<file path="src/rtl/tick_sched_ctrl.sv">
// rtl/tick_sched_ctrl.sv - programmable tick/divided-clock controller with run/stop/one-shot sequencing
// Optional macro TICK_CNT_EN adds the saturating tick_cnt expiry counter output.
module tick_sched_ctrl #(
  parameter int WIDTH          = 32,
  parameter int DEFAULT_PERIOD = 2500,
  parameter int CNT_W          = 16
) (
  input  logic             clk,
  input  logic             reset,
  input  logic             cfg_valid,
  output logic             cfg_ready,
  input  logic [WIDTH-1:0] cfg_period,
  input  logic             cfg_oneshot,
  input  logic             start,
  input  logic             stop,
  output logic             div_clk,
  output logic             tick,
  output logic             busy,
`ifdef TICK_CNT_EN
  output logic [CNT_W-1:0] tick_cnt,
`endif
  output logic             done
);

  localparam logic [WIDTH-1:0] DEF_P = WIDTH'(DEFAULT_PERIOD);
  localparam logic [WIDTH-1:0] MIN_P = WIDTH'(1);

  typedef enum logic [1:0] {
    IDLE = 2'd0,
    RUN  = 2'd1,
    DONE = 2'd2
  } state_t;

  state_t           state;
  logic [WIDTH-1:0] count;
  logic [WIDTH-1:0] period_reg;
  logic             oneshot_reg;
  logic             cfg_accept;

  assign cfg_ready  = (state == IDLE) || (state == DONE);
  assign cfg_accept = cfg_valid && cfg_ready;

  always_ff @(posedge clk or posedge reset) begin
    if (reset) begin
      state       <= IDLE;
      count       <= '0;
      period_reg  <= DEF_P;
      oneshot_reg <= 1'b0;
      div_clk     <= 1'b0;
      tick        <= 1'b0;
      busy        <= 1'b0;
      done        <= 1'b0;
`ifdef TICK_CNT_EN
      tick_cnt    <= '0;
`endif
    end else begin
      case (state)
        RUN: begin
          if (stop) begin
            // stop beats a coincident expiry: no tick, no done
            state   <= IDLE;
            busy    <= 1'b0;
            count   <= '0;
            div_clk <= 1'b0;
            tick    <= 1'b0;
          end else if (count == period_reg) begin
            count <= '0;
            tick  <= 1'b1;
`ifdef TICK_CNT_EN
            if (tick_cnt != {CNT_W{1'b1}}) tick_cnt <= tick_cnt + 1'b1;
`endif
            if (oneshot_reg) begin
              state <= DONE;
              busy  <= 1'b0;
              done  <= 1'b1;
            end else begin
              div_clk <= ~div_clk;
            end
          end else begin
            count <= count + 1'b1;
            tick  <= 1'b0;
          end
        end
        default: begin
          tick <= 1'b0;
          if (cfg_accept) begin
            period_reg  <= (cfg_period == '0) ? MIN_P : cfg_period;
            oneshot_reg <= cfg_oneshot;
            done        <= 1'b0;
          end
          if (start && !stop) begin
            state   <= RUN;
            busy    <= 1'b1;
            count   <= '0;
            div_clk <= 1'b0;
            done    <= 1'b0;
`ifdef TICK_CNT_EN
            tick_cnt <= '0;
`endif
          end
        end
      endcase
    end
  end

endmodule

</file>
<file path="config.mk">
export PLATFORM = sky130hd
export DESIGN_NAME = tick_sched_ctrl
export DESIGN_NICKNAME = d
export VERILOG_FILES = /design/src/rtl/tick_sched_ctrl.sv
export SDC_FILE = /design/constraint.sdc
export NUM_CORES = 1
export LEC_CHECK = 0
export BUFFER_PORTS_ARGS = -buffer_cell sky130_fd_sc_hd__buf_2
export CAP_MARGIN = 20
export CORE_MARGIN = 1.5
export CORE_UTILIZATION = 55
export DETAILED_ROUTE_END_ITERATION = 8
export PLACE_DENSITY = 0.76
export SYNTH_ARGS = -nofsm -noshare
export SYNTH_HDL_FRONTEND = slang
export SYNTH_SLANG_ARGS = --single-unit
</file>
<file path="constraint.sdc">
create_clock -name clk -period 3.75 [get_ports clk]
set_input_delay 0.5625 -clock clk [delete_from_list [all_inputs] [get_ports clk]]
set_output_delay 0.5625 -clock clk [all_outputs]
set_load 0.05 [all_outputs]
</file>
==> impl_metrics.json, run 1 <==
{
  "crit_family": "simple AND/OR/NAND/NOR gates",
  "cp-start-kind": "flop",
  "max_stage_delay_ns": 0.46,
  "routedWlPerCell_microns": 18.7,
  "core-area_sq_um": 6720,
  "ys_seq_area_frac": 0.465,
  "ir_worst_vdd_mv": 0.374,
  "setup_viol": 0,
  "syn_avg_cell_area_sq_um": 10.3,
  "p_int_w": 0.00155,
  "cts_tree": "done",
  "start_util": 0.562,
  "overflow": 0,
  "comb_power_share": 0.236,
  "antenna_found_initial": 0,
  "synth_ff_type": "dfrtp_1",
  "dieArea_sq_um": 7380,
  "seqPwrFrac": 0.455,
  "hold_path_class": "input port to asynchronous set/reset pin",
  "slew_headroom": 0.566,
  "switching_share": 0.316,
  "fin_nets": 443,
  "nFillCells": 520,
  "synth.distinct_cells": 49,
  "worst_pin_slew_ns": 0.650,
  "cts_setup_buffers": 0,
  "dp_hpwl_mm": 6.51,
  "area_growth_pct": 12.8,
  "clkSinkCount": 70,
  "grt_max_degree": 36,
  "grt_use_met3": 0.0577,
  "cp_num_buf_inv": 1,
  "die_h_microns": 85.9,
  "clk_latency_ns": 0.36,
  "grt_pass1_wl_mm": 14.6,
  "ys_top_cells_by_area": "dfrtp_1 (43%), mux2_2 (9.5%), xnor2_1 (7.2%)",
  "post_cts_resized": 0,
  "total_leakage_power_nw": 1.74,
  "tns_ns": 0,
  "clock.fmax_mhz": 402,
  "cp.required_ns": 4.00,
  "vias_per_cell": 6.21,
  "synth-edff-count": 0,
  "num_io_pins": 43,
  "ant_nets": 0,
  "cts_hold_buf": 0,
  "fin_worst_skew_ns": 0.0112,
  "status": "completed",
  "rsz0062_at_grt": "no",
  "n_antenna_cell": 0,
  "p_total_w": 0.00226,
  "synth-seq-cells": 70,
  "gr-usage-met2": 0.432,
  "synthesis.area_sq_um": 3780,
  "fin_crit_sh": 0.664,
  "critPathKind": "flop to flop",
  "place.gp.congestion": 0.922,
  "final_area_sq_um": 4260,
  "cts_buffers": 9,
  "placementRows": 30,
  "grt_use_total": 0.265,
  "fin_crit_ns": 2.49,
  "drive_gt1_frac": 0.269,
  "synth_nets": 407,
  "synthArstFlopShare": 1.00,
  "endpoint_kind": "flop",
  "drt_pass1_iterations": 5,
  "switching_power_w": 0.000715,
  "clockBufferDepth": 2,
  "root_buffer": "clkbuf_8",
  "die_w_microns": 85.9,
  "power.share.clock": 0.308,
  "use_met1": 0.354,
  "cap_viol_max_count": 0,
  "ys.warnings.count": 0,
  "clk_pin_slew_ns": 0.08,
  "crit_chain": "xnor2_1 -> nand4_1 -> nor4_4 -> a21oi_4 -> buf_4 -> and4_1 -> mux2_2",
  "hold_violations": 0,
  "synth_top_area_cell": "dfrtp_1",
  "drtIter0Drc": 231,
  "dpl_cell_area_sq_um": 4030,
  "drc_errors": 0,
  "grt_pass1_vias": 2871,
  "vias": 3036,
  "port_buffers": 42,
  "maxSlewViolCount": 0,
  "grt_busiest_layer": "met2",
  "routed_wl_mm": 9.16,
  "critical_path.max_fanout": 27,
  "yosys.area.top_type_share": 0.430,
  "crit_arrival_ns": 2.74,
  "slowest_stage": "dfrtp_1",
  "synthCells": 368,
  "p_per_area_nw_per_um2": 530,
  "cts_max_level": 3
}
-- stage by stage --
step / utilization / cells / hold WS (ns) / setup WS, ns
after floorplan: - / 368 / 0.457 / 1.43
final: 0.635 / 489 / 0.290 / 1.26
after global routing: 0.635 / 489 / 0.336 / 1.07
after detailed placement: 0.599 / 472 / 0.481 / 1.22
after CTS: 0.632 / 488 / 0.311 / 1.29
after global placement: 0.599 / 472 / 0.475 / 1.27
-- cell usage in the layout (no fill, tap or decap), drive strengths merged, types with 3 or more instances in the layout --
cell    instances
a21o            4
a21oi          24
a31oi           3
and2            6
and3            4
buf            48
clkbuf         10
clkinv          3
dfrtp          65
dfstp           5
inv            13
mux2           32
mux2i          12
nand2          33
nand3          24
nand4          24
nor2           11
nor3            3
nor4           13
o21ai          12
xnor2          32
-- routing by layer --
| layer | routed length, microns | part of all wire |
|---|---|---|
| met1 | 3910 | 0.43 |
| met2 | 4530 | 0.49 |
| met3 | 550 | 0.060 |
| met4 | 176 | 0.019 |
| met5 | 0 | 0 |
-- worst paths after layout --
| kind | cells after the start | startpoint | slack [ns] | end |
|---|---|---|---|---|
| worst max-delay path | 7 | count[26] | 1.26 | count[19] |
| worst min-delay path | 2 | reset | 0.29 | period_reg[23] |
| worst max register to register | 7 | count[26] | 1.26 | count[19] |
| worst min register to register | 1 | count[27] | 0.52 | count[27] |
| max in group asynchronous | 3 | reset | 2.55 | period_reg[2] |
| min in group clk | 3 | cfg_oneshot | 0.41 | oneshot_reg |
-- logic make-up after synthesis --
kind of cell | count (synthesis) | share of synthesized area
buffers and inverters | 35 | 0.0421
xor gates and xnor gates | 33 | 0.0785
adders and majority gates | 1 | 0.00331
and+or+nand+nor | 127 | 0.189
DFF | 70 | 0.465
muxes | 44 | 0.127
AOI/OAI and AO/OA | 58 | 0.0944
-- layout make-up --
| type | count | area, sq um | share of cell area |
|---|---|---|---|
| clock inverter | 6 | 95.1 | 0.0223 |
| sequential | 70 | 1760 | 0.412 |
| timing repair buffer | 48 | 263 | 0.0616 |
| inverter | 12 | 45.0 | 0.0106 |
| tap | 80 | 100 | 0.0235 |
| clock buffer | 10 | 128 | 0.0299 |
| multi-input combinational | 263 | 1880 | 0.440 |
-- power by group through the flow --
| stage | clock network [W] | logic (W) | registers, W |
|---|---|---|---|
| after global placement | 0 | 0.000514 | 0.00104 |
| after global routing | 0.000730 | 0.000581 | 0.00105 |
| after CTS | 0.000698 | 0.000528 | 0.00103 |
| after detailed placement | 0 | 0.000525 | 0.00104 |
| final | 0.000697 | 0.000535 | 0.00103 |
| after floorplan | 0 | 0.000403 | 0.00100 |
-- cell usage after synthesis (2+ instances only) --
cell type  count
o21ai_0       12
nand2_1       33
or3_1          2
a31oi_1        3
nor4_4         3
xnor2_1       31
dfrtp_1       65
a22o_1         2
a21o_1         4
and2_1         4
and2_0         2
inv_1         11
o311ai_1       2
nand3_1       24
mux2i_1       12
nand4_1       24
dfstp_2        5
mux2_2        32
nor2_1        11
o31ai_1        2
clkbuf_1       7
buf_2         13
nand3b_1       2
and3_1         4
nor3_1         2
a21oi_1       23
nor2b_1        2
nor4_1        10
-- worst reg2reg max path, stage by stage (launching register included) --
cell and delay, ns:
dfrtp_1 0.46, xnor2_1 0.26, nand4_1 0.18, nor4_4 0.46, a21oi_4 0.26, buf_4 0.29, and4_1 0.23, mux2_2 0.25
(Power assumes the default switching activity.)
==> run 2, diff against run 1 <==
clock period = 2.4 ns   (was 3.75 ns; I/O delays follow)
==> run 2 against run 1 <==
Compared with the run above:
- wire length is 4.9% lower
- power is 57% higher
- worst hold slack worse by 0.23 ns
- clock power increased by 56%
- count of clock-buffer cells in the layout increased by 1
==> impl_metrics.json, run 2 (synthesized netlist as in run 1, its figures left out) <==
{
  "cap_viol_max_count": 0,
  "grt_use_total": 0.260,
  "critPathKind": "flop to flop",
  "cts_max_level": 3,
  "crit_family": "simple AND/OR/NAND/NOR gates",
  "total_leakage_power_nw": 1.77,
  "endpoint_kind": "flop",
  "dpl_cell_area_sq_um": 4080,
  "dieArea_sq_um": 7380,
  "slowest_stage": "dfstp_2",
  "clkSinkCount": 70,
  "post_cts_resized": 0,
  "fin_worst_skew_ns": 0.0140,
  "worst_pin_slew_ns": 0.977,
  "fin_crit_ns": 2.22,
  "slew_headroom": 0.349,
  "cp.required_ns": 2.66,
  "antenna_found_initial": 0,
  "root_buffer": "clkbuf_8",
  "final_area_sq_um": 4310,
  "hold_path_class": "input port to asynchronous set/reset pin",
  "grt_max_degree": 71,
  "clk_latency_ns": 0.36,
  "nFillCells": 537,
  "fin_nets": 448,
  "setup_viol": 0,
  "rsz0062_at_grt": "no",
  "cp_num_buf_inv": 1,
  "cts_tree": "done",
  "die_w_microns": 85.9,
  "layout_common_cells": "dfrtp_1 (65), buf_2 (42), nand2_1 (33)",
  "n_antenna_cell": 0,
  "dp_hpwl_mm": 6.45,
  "hold_violations": 0,
  "drt_pass1_iterations": 4,
  "max_stage_delay_ns": 0.56,
  "routedWlPerCell_microns": 17.6,
  "drc_errors": 0,
  "die_h_microns": 85.9,
  "grt_pass1_vias": 2927,
  "fin_util": 0.641,
  "port_buffers": 42,
  "vias_per_cell": 6.04,
  "routed_wl_mm": 8.71,
  "core-area_sq_um": 6720,
  "ant_nets": 0,
  "cts_buffers": 9,
  "grt_pass1_wl_mm": 14.6,
  "register_area_sq_um": 1760,
  "tns_ns": 0,
  "overflow": 0,
  "status": "completed",
  "critical_path.max_fanout": 23,
  "cp-start-kind": "flop",
  "ir_worst_vdd_mv": 0.520,
  "clk_pin_slew_ns": 0.09,
  "multi_input_area_sq_um": 1880,
  "cts_setup_buffers": 0,
  "p_per_area_nw_per_um2": 823,
  "layout.cells.most_common": "dfrtp_1",
  "drtIter0Drc": 265,
  "num_io_pins": 43,
  "place.gp.congestion": 0.865,
  "vias": 2982,
  "start_util": 0.562,
  "crit_arrival_ns": 2.47,
  "area_growth_pct": 14.0,
  "maxSlewViolCount": 0,
  "placementRows": 30,
  "clock.fmax_mhz": 451,
  "drive_gt1_frac": 0.278,
  "crit_chain": "xnor2_1 -> nand4_1 -> nor4_4 -> a21oi_4 -> buf_4 -> a21o_1 -> a22o_1",
  "clockBufferDepth": 2,
  "fin_crit_sh": 0.923,
  "cts_hold_buf": 0
}
-- run 2: routing by layer --
metal,global-route usage,vias up,routed length (microns)
met5,0,-,0
met4,0.104,0,249
met3,0.0597,16,366
met2,0.392,90,4080
met1,0.367,1461,4020
li1,-,1415,-
-- run 2: per-stage QoR --
stage,std cells,hold slack (ns),setup WS (ns),power (W)
global route,494,0.0967,0.0550,0.00369
CTS,494,0.0819,0.213,0.00356
finish,494,0.0613,0.185,0.00355
floorplan,368,0.457,0.171,0.00220
detailed placement,478,0.468,0.225,0.00248
global placement,478,0.461,0.263,0.00245
-- run 2: worst reg2reg max path: cells and delay by family, from the launching register on --
kind / cells / cell delay [ns]
xor+xnor: 1 / 0.16
compound gates: 3 / 0.58
flops: 1 / 0.56
simple gates: 2 / 0.57
buf+inv: 1 / 0.25
-- run 2: worst paths after layout --
kind	start	endpoint	slack, ns	depth (start not counted)
min	reset	tick	0.06	3
min reg2reg	div_clk	div_clk	0.48	1
max in group asynchronous	reset	period_reg[8]	1.99	3
max reg2reg	period_reg[2]	count[3]	0.18	7
max	period_reg[2]	count[3]	0.18	7
min in group clk	cfg_oneshot	oneshot_reg	0.20	3
-- run 2: layout make-up --
cell class / instances / share of cell area
inverter: 12 / 0.0105
multi-input combinational: 263 / 0.435
tap: 80 / 0.0232
clock buffer: 11 / 0.0328
clock inverter: 5 / 0.0195
timing repair buffer: 53 / 0.0708
sequential: 70 / 0.408
-- run 2: power breakdown --
group,internal [W],switching [W]
clock,0.000616,0.000477
sequential,0.00141,0.000205
combinational,0.000419,0.000421
total,0.00244,0.00110
